File: src/rtl/demux_stream_pkg.sv
// Shared types and helpers for the 1-to-N stream demultiplexer.
package demux_stream_pkg;

    // Largest channel count the demux is built and checked for.
    localparam int MAX_N_OUT = 16;

    // Occupancy of a single output holding register.
    typedef enum logic {
        SLOT_EMPTY = 1'b0,
        SLOT_FULL  = 1'b1
    } slot_state_e;

    // Select width for n channels; never narrower than one bit.
    function automatic int sel_width(input int n);
        return (n > 2) ? $clog2(n) : 1;
    endfunction

endpackage

File: src/rtl/demux_out_slot.sv
// One-entry output holding register with valid/ready drain and a free flag.
module demux_out_slot
    import demux_stream_pkg::*;
#(
    parameter int DATA_W = 8
) (
    input  logic              clk,
    input  logic              rst,
    input  logic              load_i,
    input  logic [DATA_W-1:0] data_i,
    input  logic              ready_i,
    output logic              valid_o,
    output logic [DATA_W-1:0] data_o,
    output logic              free_o
);

    slot_state_e       state_q;
    slot_state_e       state_d;
    logic [DATA_W-1:0] data_q;
    logic [DATA_W-1:0] data_d;

    // Next state: a load always wins, a drain without load empties the slot.
    always_comb begin
        state_d = state_q;
        data_d  = data_q;
        case (state_q)
            SLOT_EMPTY: begin
                if (load_i) begin
                    state_d = SLOT_FULL;
                end else begin
                    state_d = SLOT_EMPTY;
                end
            end
            SLOT_FULL: begin
                if (load_i) begin
                    state_d = SLOT_FULL;
                end else if (ready_i) begin
                    state_d = SLOT_EMPTY;
                end else begin
                    state_d = SLOT_FULL;
                end
            end
            default: begin
                state_d = SLOT_EMPTY;
            end
        endcase
        if (load_i) begin
            data_d = data_i;
        end else begin
            data_d = data_q;
        end
    end

    // Slot state and payload registers, cleared by synchronous reset.
    always_ff @(posedge clk) begin
        if (rst) begin
            state_q <= SLOT_EMPTY;
            data_q  <= {DATA_W{1'b0}};
        end else begin
            state_q <= state_d;
            data_q  <= data_d;
        end
    end

    assign valid_o = (state_q == SLOT_FULL);
    assign data_o  = data_q;
    // Free when empty, or when the held beat leaves this cycle.
    assign free_o  = (state_q == SLOT_EMPTY) | ready_i;

endmodule

File: src/rtl/demux_stream_n.sv
// Registered 1-to-N valid/ready demultiplexer with broadcast and drop counter.
module demux_stream_n
    import demux_stream_pkg::*;
#(
    parameter  int DATA_W = 8,
    parameter  int N_OUT  = 4,
    parameter  int CNT_W  = 16,
    localparam int SEL_W  = sel_width(N_OUT)
) (
    input  logic                    clk,
    input  logic                    rst,
    input  logic                    in_valid,
    output logic                    in_ready,
    input  logic [DATA_W-1:0]       in_data,
    input  logic [SEL_W-1:0]        in_sel,
    input  logic                    in_bcast,
    output logic [N_OUT-1:0]        out_valid,
    input  logic [N_OUT-1:0]        out_ready,
    output logic [N_OUT*DATA_W-1:0] out_data,
    output logic                    drop_pulse,
    output logic [CNT_W-1:0]        drop_cnt
);

    localparam logic [SEL_W:0]   N_OUT_V = (SEL_W + 1)'(N_OUT);
    localparam logic [CNT_W-1:0] CNT_MAX = {CNT_W{1'b1}};
    localparam logic [CNT_W-1:0] CNT_ONE = {{(CNT_W - 1){1'b0}}, 1'b1};

    if ((N_OUT < 2) || (N_OUT > MAX_N_OUT)) begin : g_bad_n_out
        $error("demux_stream_n: N_OUT out of range");
    end

    logic [N_OUT-1:0] free_s;
    logic [N_OUT-1:0] load_s;
    logic             all_free_s;
    logic             sel_free_s;
    logic             sel_legal_s;
    logic             accept_s;
    logic             drop_s;
    logic             drop_pulse_q;
    logic             drop_pulse_d;
    logic [CNT_W-1:0] drop_cnt_q;
    logic [CNT_W-1:0] drop_cnt_d;

    // Non-power-of-two channel counts leave select codes with no channel.
    assign sel_legal_s = ({1'b0, in_sel} < N_OUT_V);

    // Ready, accept and per-slot load decode; in_valid never feeds in_ready.
    always_comb begin
        all_free_s = &free_s;
        sel_free_s = 1'b0;
        load_s     = {N_OUT{1'b0}};
        for (int k = 0; k < N_OUT; k++) begin
            sel_free_s = sel_free_s | (free_s[k] & (in_sel == SEL_W'(k)));
        end
        if (in_bcast) begin
            in_ready = all_free_s;
        end else if (sel_legal_s) begin
            in_ready = sel_free_s;
        end else begin
            in_ready = 1'b1;
        end
        accept_s = in_valid & in_ready;
        for (int k = 0; k < N_OUT; k++) begin
            load_s[k] = accept_s & (in_bcast | (in_sel == SEL_W'(k)));
        end
        drop_s = accept_s & ~in_bcast & ~sel_legal_s;
    end

    // Drop pulse follows an accepted illegal beat; counter holds at all-ones.
    always_comb begin
        drop_pulse_d = drop_s;
        if (drop_s && (drop_cnt_q != CNT_MAX)) begin
            drop_cnt_d = drop_cnt_q + CNT_ONE;
        end else begin
            drop_cnt_d = drop_cnt_q;
        end
    end

    // Drop status registers, cleared by synchronous reset.
    always_ff @(posedge clk) begin
        if (rst) begin
            drop_pulse_q <= 1'b0;
            drop_cnt_q   <= {CNT_W{1'b0}};
        end else begin
            drop_pulse_q <= drop_pulse_d;
            drop_cnt_q   <= drop_cnt_d;
        end
    end

    assign drop_pulse = drop_pulse_q;
    assign drop_cnt   = drop_cnt_q;

    for (genvar g = 0; g < N_OUT; g++) begin : g_slot
        demux_out_slot #(
            .DATA_W (DATA_W)
        ) u_slot (
            .clk     (clk),
            .rst     (rst),
            .load_i  (load_s[g]),
            .data_i  (in_data),
            .ready_i (out_ready[g]),
            .valid_o (out_valid[g]),
            .data_o  (out_data[g*DATA_W +: DATA_W]),
            .free_o  (free_s[g])
        );
    end

endmodule

File: config.mk
export PLATFORM = sky130hd
export DESIGN_NAME = demux_stream_n
export DESIGN_NICKNAME = d
export VERILOG_FILES = /design/src/rtl/demux_stream_pkg.sv /design/src/rtl/demux_out_slot.sv /design/src/rtl/demux_stream_n.sv
export SDC_FILE = /design/constraint.sdc
export NUM_CORES = 1
export LEC_CHECK = 0
export ABC_AREA = 0
export BUFFER_PORTS_ARGS = -buffer_cell sky130_fd_sc_hd__buf_4
export CAP_MARGIN = 20
export CORE_ASPECT_RATIO = 0.5
export CORE_UTILIZATION = 48
export DETAILED_ROUTE_END_ITERATION = 16
export GPL_TIMING_DRIVEN = 0
export PLACE_DENSITY = 0.87
export SYNTH_ARGS = -nofsm -noshare
export SYNTH_HDL_FRONTEND = slang
export SYNTH_SLANG_ARGS = --single-unit
File: constraint.sdc
create_clock -name clk -period 1.85 [get_ports clk]
set_input_delay 0.555 -clock clk [delete_from_list [all_inputs] [get_ports clk]]
set_output_delay 0.555 -clock clk [all_outputs]
set_load 0.005 [all_outputs]
==> metrics list <==
- Area added between synthesis and finish: 38.59%
- Pin count of the biggest net entering global routing: 11
- Final hold analysis gives a worst-case slack of 476.3 ps.
- Post-synthesis cell area: 1793 um^2
* Proportion of synthesized chip area in sequential cells: 40.20%
- Global-route wire length before repair: 6.741 mm
- Buffers placed on the I/O ports in this run total 54.
* Number of cells on the worst hold path: 2
* Final net count: 284
* Final antenna-violating net count: 0
* Count of different cell masters after synthesis: 25
- Summing the areas of all fa, ha and maj instances in the mapped netlist gives 0% of the synthesized area.
* Ant. Diodes: 0
- Nature of the critical path endpoint: output pin
- Per-cell routed wire length: 13.56 um
- Number of antenna violations at the first check in global routing: 0
- OpenSTA, run right after detailed placement, puts the worst setup slack at -266.8 ps.
* Compound-Gate Fraction of Synth Area: 18.49%
- Clk root buf: sky130_fd_sc_hd__clkbuf_8
- Effective utilization at floorplan: 51.09%
- Summed over all failing endpoints, the final setup total negative slack is -99.04 ps.
- Final Hold Fails: 0
* Count of maximum capacitance violations: 0
- Setup repair after global routing could not meet its margin everywhere.
- Hold Path End: g_slot[0].u_slot.data_o[7]
* Residual overflow from global routing: 0
- A synthesized cell averages 9.692 um^2.
- Post-layout min period: 1949 ps
- By area, the combinational part of the netlist is dominated by simple AND/OR/NAND/NOR gates.
- After legalization and detailed placement, the total HPWL measured 3.190 mm.
- Number of global-route vias before repair: 1500
- Layout cell share with drive strength beyond 1: 40.23%
- After detailed routing, the number of vias per cell comes to 4.956.
* Number of design-rule violations left by the first detailed-router iteration: 52
* Tcrit/Tclk final: 105.4%
* Buffers from clock root to sink, at most: 2
* Reported leakage power: 1.172 nW
* Start point of the worst min-delay path: g_slot[0].u_slot.data_o[7]
- Worst setup path class: input pin to output pin
* Peak Freq: 0.5131 GHz
* Final Total Pwr: 0.001839 W
- TritonCTS clock tree: built
- Fill cells in the final layout number 257.
- I/O pin count: 72
- TritonCTS created 5 clock buffers.
- The tree built by TritonCTS fans out to 36 sinks.
- Type of element launching the critical path: input pin
* Least setup slack across all paths after layout: -99.04 ps
* Post-route DRC violation count: 0
- The core region is 3510 um^2.
- Parity-gate share of the synthesized area counting xor and xnor cells: 0%
- Clock latency at the later pin of the worst-skew pair: 280 ps
- Final Skew: 3.136 ps
- Synth Warn #: 0
- Number of synthesized register bits: 36
* Worst VDD drop: 0.3090 mV
* Detailed-router iteration count before antenna repair: 4
* Routed via count: 1571
- The initialized floorplan defines 15 standard-cell rows.
- CTS built an H-tree with a depth of 2.
- Along the worst path, the maximum fanout reaches 2.
* Run status: finished, violations left
- Hold/Removal Path Class: register to register
- Counting cells, the worst reg-to-reg path comes to 5.
- After clock tree synthesis, the clock-pin slew on the worst setup and hold paths is 70 ps.
- Max transition margin: 64.53%
- The number of hold buffers added after CTS was 0.
* Endpoint of the worst-slack reg-to-reg timing path: g_slot[3].u_slot.data_o[6]
- Worst-case register-to-register setup slack: 170 ps
* Mux share of post-synthesis cell area: 9.491%
- Arr. time, crit path: 1390 ps
* Synth Area in Simple Gates: 19.47%
- Dividing total power by cell area gives a power density of 740.0 nW/um^2.
- Synthesis produced 185 cells.
- R2R Path Start: g_slot[1].u_slot.valid_o
- Across every metal layer, demand over resource in global routing totals 22.79%.
- The checks that failed: negative setup slack.
- Height of the die: 45.22 um
- Final-report setup violation count: 1
- For the pin with the worst max-slew slack, the measured transition is 530.3 ps.
- Die area: 3999 um^2
- The total count of max-transition violations in the final report is 0.
- The congestion estimate from routability-driven global placement came to 0.8589.
* Width of the die: 88.44 um
- Final WL: 4.297 mm
* Required @ worst endpoint: 1290 ps
cell usage after synthesis:
library cell	n	area, um^2
sky130_fd_sc_hd__o211ai_4	1	21.27
sky130_fd_sc_hd__o41ai_4	2	55.05
sky130_fd_sc_hd__o21ai_1	15	75.07
sky130_fd_sc_hd__a21oi_1	21	105.1
sky130_fd_sc_hd__nand4b_1	1	8.760
sky130_fd_sc_hd__buf_6	2	22.52
sky130_fd_sc_hd__nand3_1	16	80.08
sky130_fd_sc_hd__clkbuf_1	4	15.01
sky130_fd_sc_hd__o21ai_0	3	15.01
sky130_fd_sc_hd__a32oi_1	1	8.760
sky130_fd_sc_hd__o41a_4	2	42.54
sky130_fd_sc_hd__and4_4	1	11.26
sky130_fd_sc_hd__o21ai_2	1	8.760
sky130_fd_sc_hd__mux2i_1	17	170.2
sky130_fd_sc_hd__and2b_1	1	7.510
sky130_fd_sc_hd__nor3b_1	1	7.510
sky130_fd_sc_hd__and2b_4	3	30.03
sky130_fd_sc_hd__nor3_1	1	5.000
sky130_fd_sc_hd__nand2b_1	28	175.2
sky130_fd_sc_hd__nand4bb_1	1	11.26
sky130_fd_sc_hd__conb_1	1	3.750
sky130_fd_sc_hd__nor2b_1	1	6.260
sky130_fd_sc_hd__nand2_2	1	6.260
sky130_fd_sc_hd__buf_4	24	180.2
sky130_fd_sc_hd__dfxtp_1	36	720.7
worst max path at each step:
stage	start	end	slack, ps	cells after the start
finish	out_ready[3]	in_ready	-100	7
global route	out_ready[1]	in_ready	-170	7
CTS	out_ready[3]	in_ready	-70	7
detailed placement	out_ready[1]	in_ready	-270	7
floorplan	out_ready[1]	in_ready	20	5
global placement	out_ready[1]	in_ready	-260	7
state kept, by name (all words and copies together), names as in the netlist:
register	flops
g_slot.u_slot.data_o	32
g_slot.u_slot.valid_o	4
placed cells by master, fill, tap and decap left out, types with 2 or more instances in the layout:
cell type                  netlist  layout
sky130_fd_sc_hd__a21oi_1        21      21
sky130_fd_sc_hd__and2b_4         3       3
sky130_fd_sc_hd__buf_4          24      81
sky130_fd_sc_hd__buf_6           2       3
sky130_fd_sc_hd__clkbuf_1        4       4
sky130_fd_sc_hd__clkbuf_8        0       7
sky130_fd_sc_hd__conb_1          1      17
sky130_fd_sc_hd__dfxtp_1        36      35
sky130_fd_sc_hd__mux2i_1        17      17
sky130_fd_sc_hd__nand2b_1       28      26
sky130_fd_sc_hd__nand2b_4        0       2
sky130_fd_sc_hd__nand3_1        16      16
sky130_fd_sc_hd__o21ai_1        15      17
sky130_fd_sc_hd__o41a_4          2       2
sky130_fd_sc_hd__o41ai_4         2       2
final cells by class:
| type | instances | area [um^2] | share of cell area (%) |
|---|---|---|---|
| Buffer | 28 | 202.7 | 8.157 |
| Clock buffer | 7 | 96.34 | 3.877 |
| Multi-Input combinational cell | 135 | 945.9 | 38.07 |
| Sequential cell | 36 | 721.9 | 29.05 |
| Tap cell | 51 | 63.81 | 2.568 |
| Timing Repair Buffer | 60 | 454.2 | 18.28 |
cells by family after synthesis:
family / after synthesis
AO/OA/AOI/OAI: 46
buffers and inverters: 30
flip-flops: 36
multiplexers: 17
other: 1
AND/OR/NAND/NOR: 55
through the flow:
| step | std cells | utilization (%) | area (um^2) |
|---|---|---|---|
| after global routing | 317 | 70.80 | 2485 |
| after CTS | 317 | 70.59 | 2477 |
| after global placement | 306 | 66.17 | 2322 |
| after floorplan | 201 | - | 1853 |
| after detailed placement | 306 | 66.17 | 2322 |
| final | 317 | 70.80 | 2485 |
what timing repair did:
item,CTS,global route
pin swaps,2,1
gates resized for setup,9,2
gates cloned,0,0
buffers inserted,6,0
setup endpoints to repair,1,1
per-layer routing:
metal	vias up	global-route usage (%)	wire length (um)	part of all wire (%)
met3	7	5.667	257	6.0
met2	62	39.85	2137	50
met4	0	9.355	45	1.0
met1	728	27.50	1857	43
li1	774	-	-	-
met5	-	0	0	0
worst max-delay path, stage by stage:
cell	delay [ps]
sky130_fd_sc_hd__buf_6	90
sky130_fd_sc_hd__nand2b_4	120
sky130_fd_sc_hd__buf_6	110
sky130_fd_sc_hd__and4_4	170
sky130_fd_sc_hd__o21ai_1	120
sky130_fd_sc_hd__o21ai_1	80
sky130_fd_sc_hd__buf_4	140
power breakdown:
group / switching (W) / internal [W]
clock: 0.000262 / 0.000331
sequential: 0.0000290 / 0.000826
combinational: 0.000175 / 0.000216
total: 0.000466 / 0.00137
No activity file was read; power rests on OpenSTA's default activity.
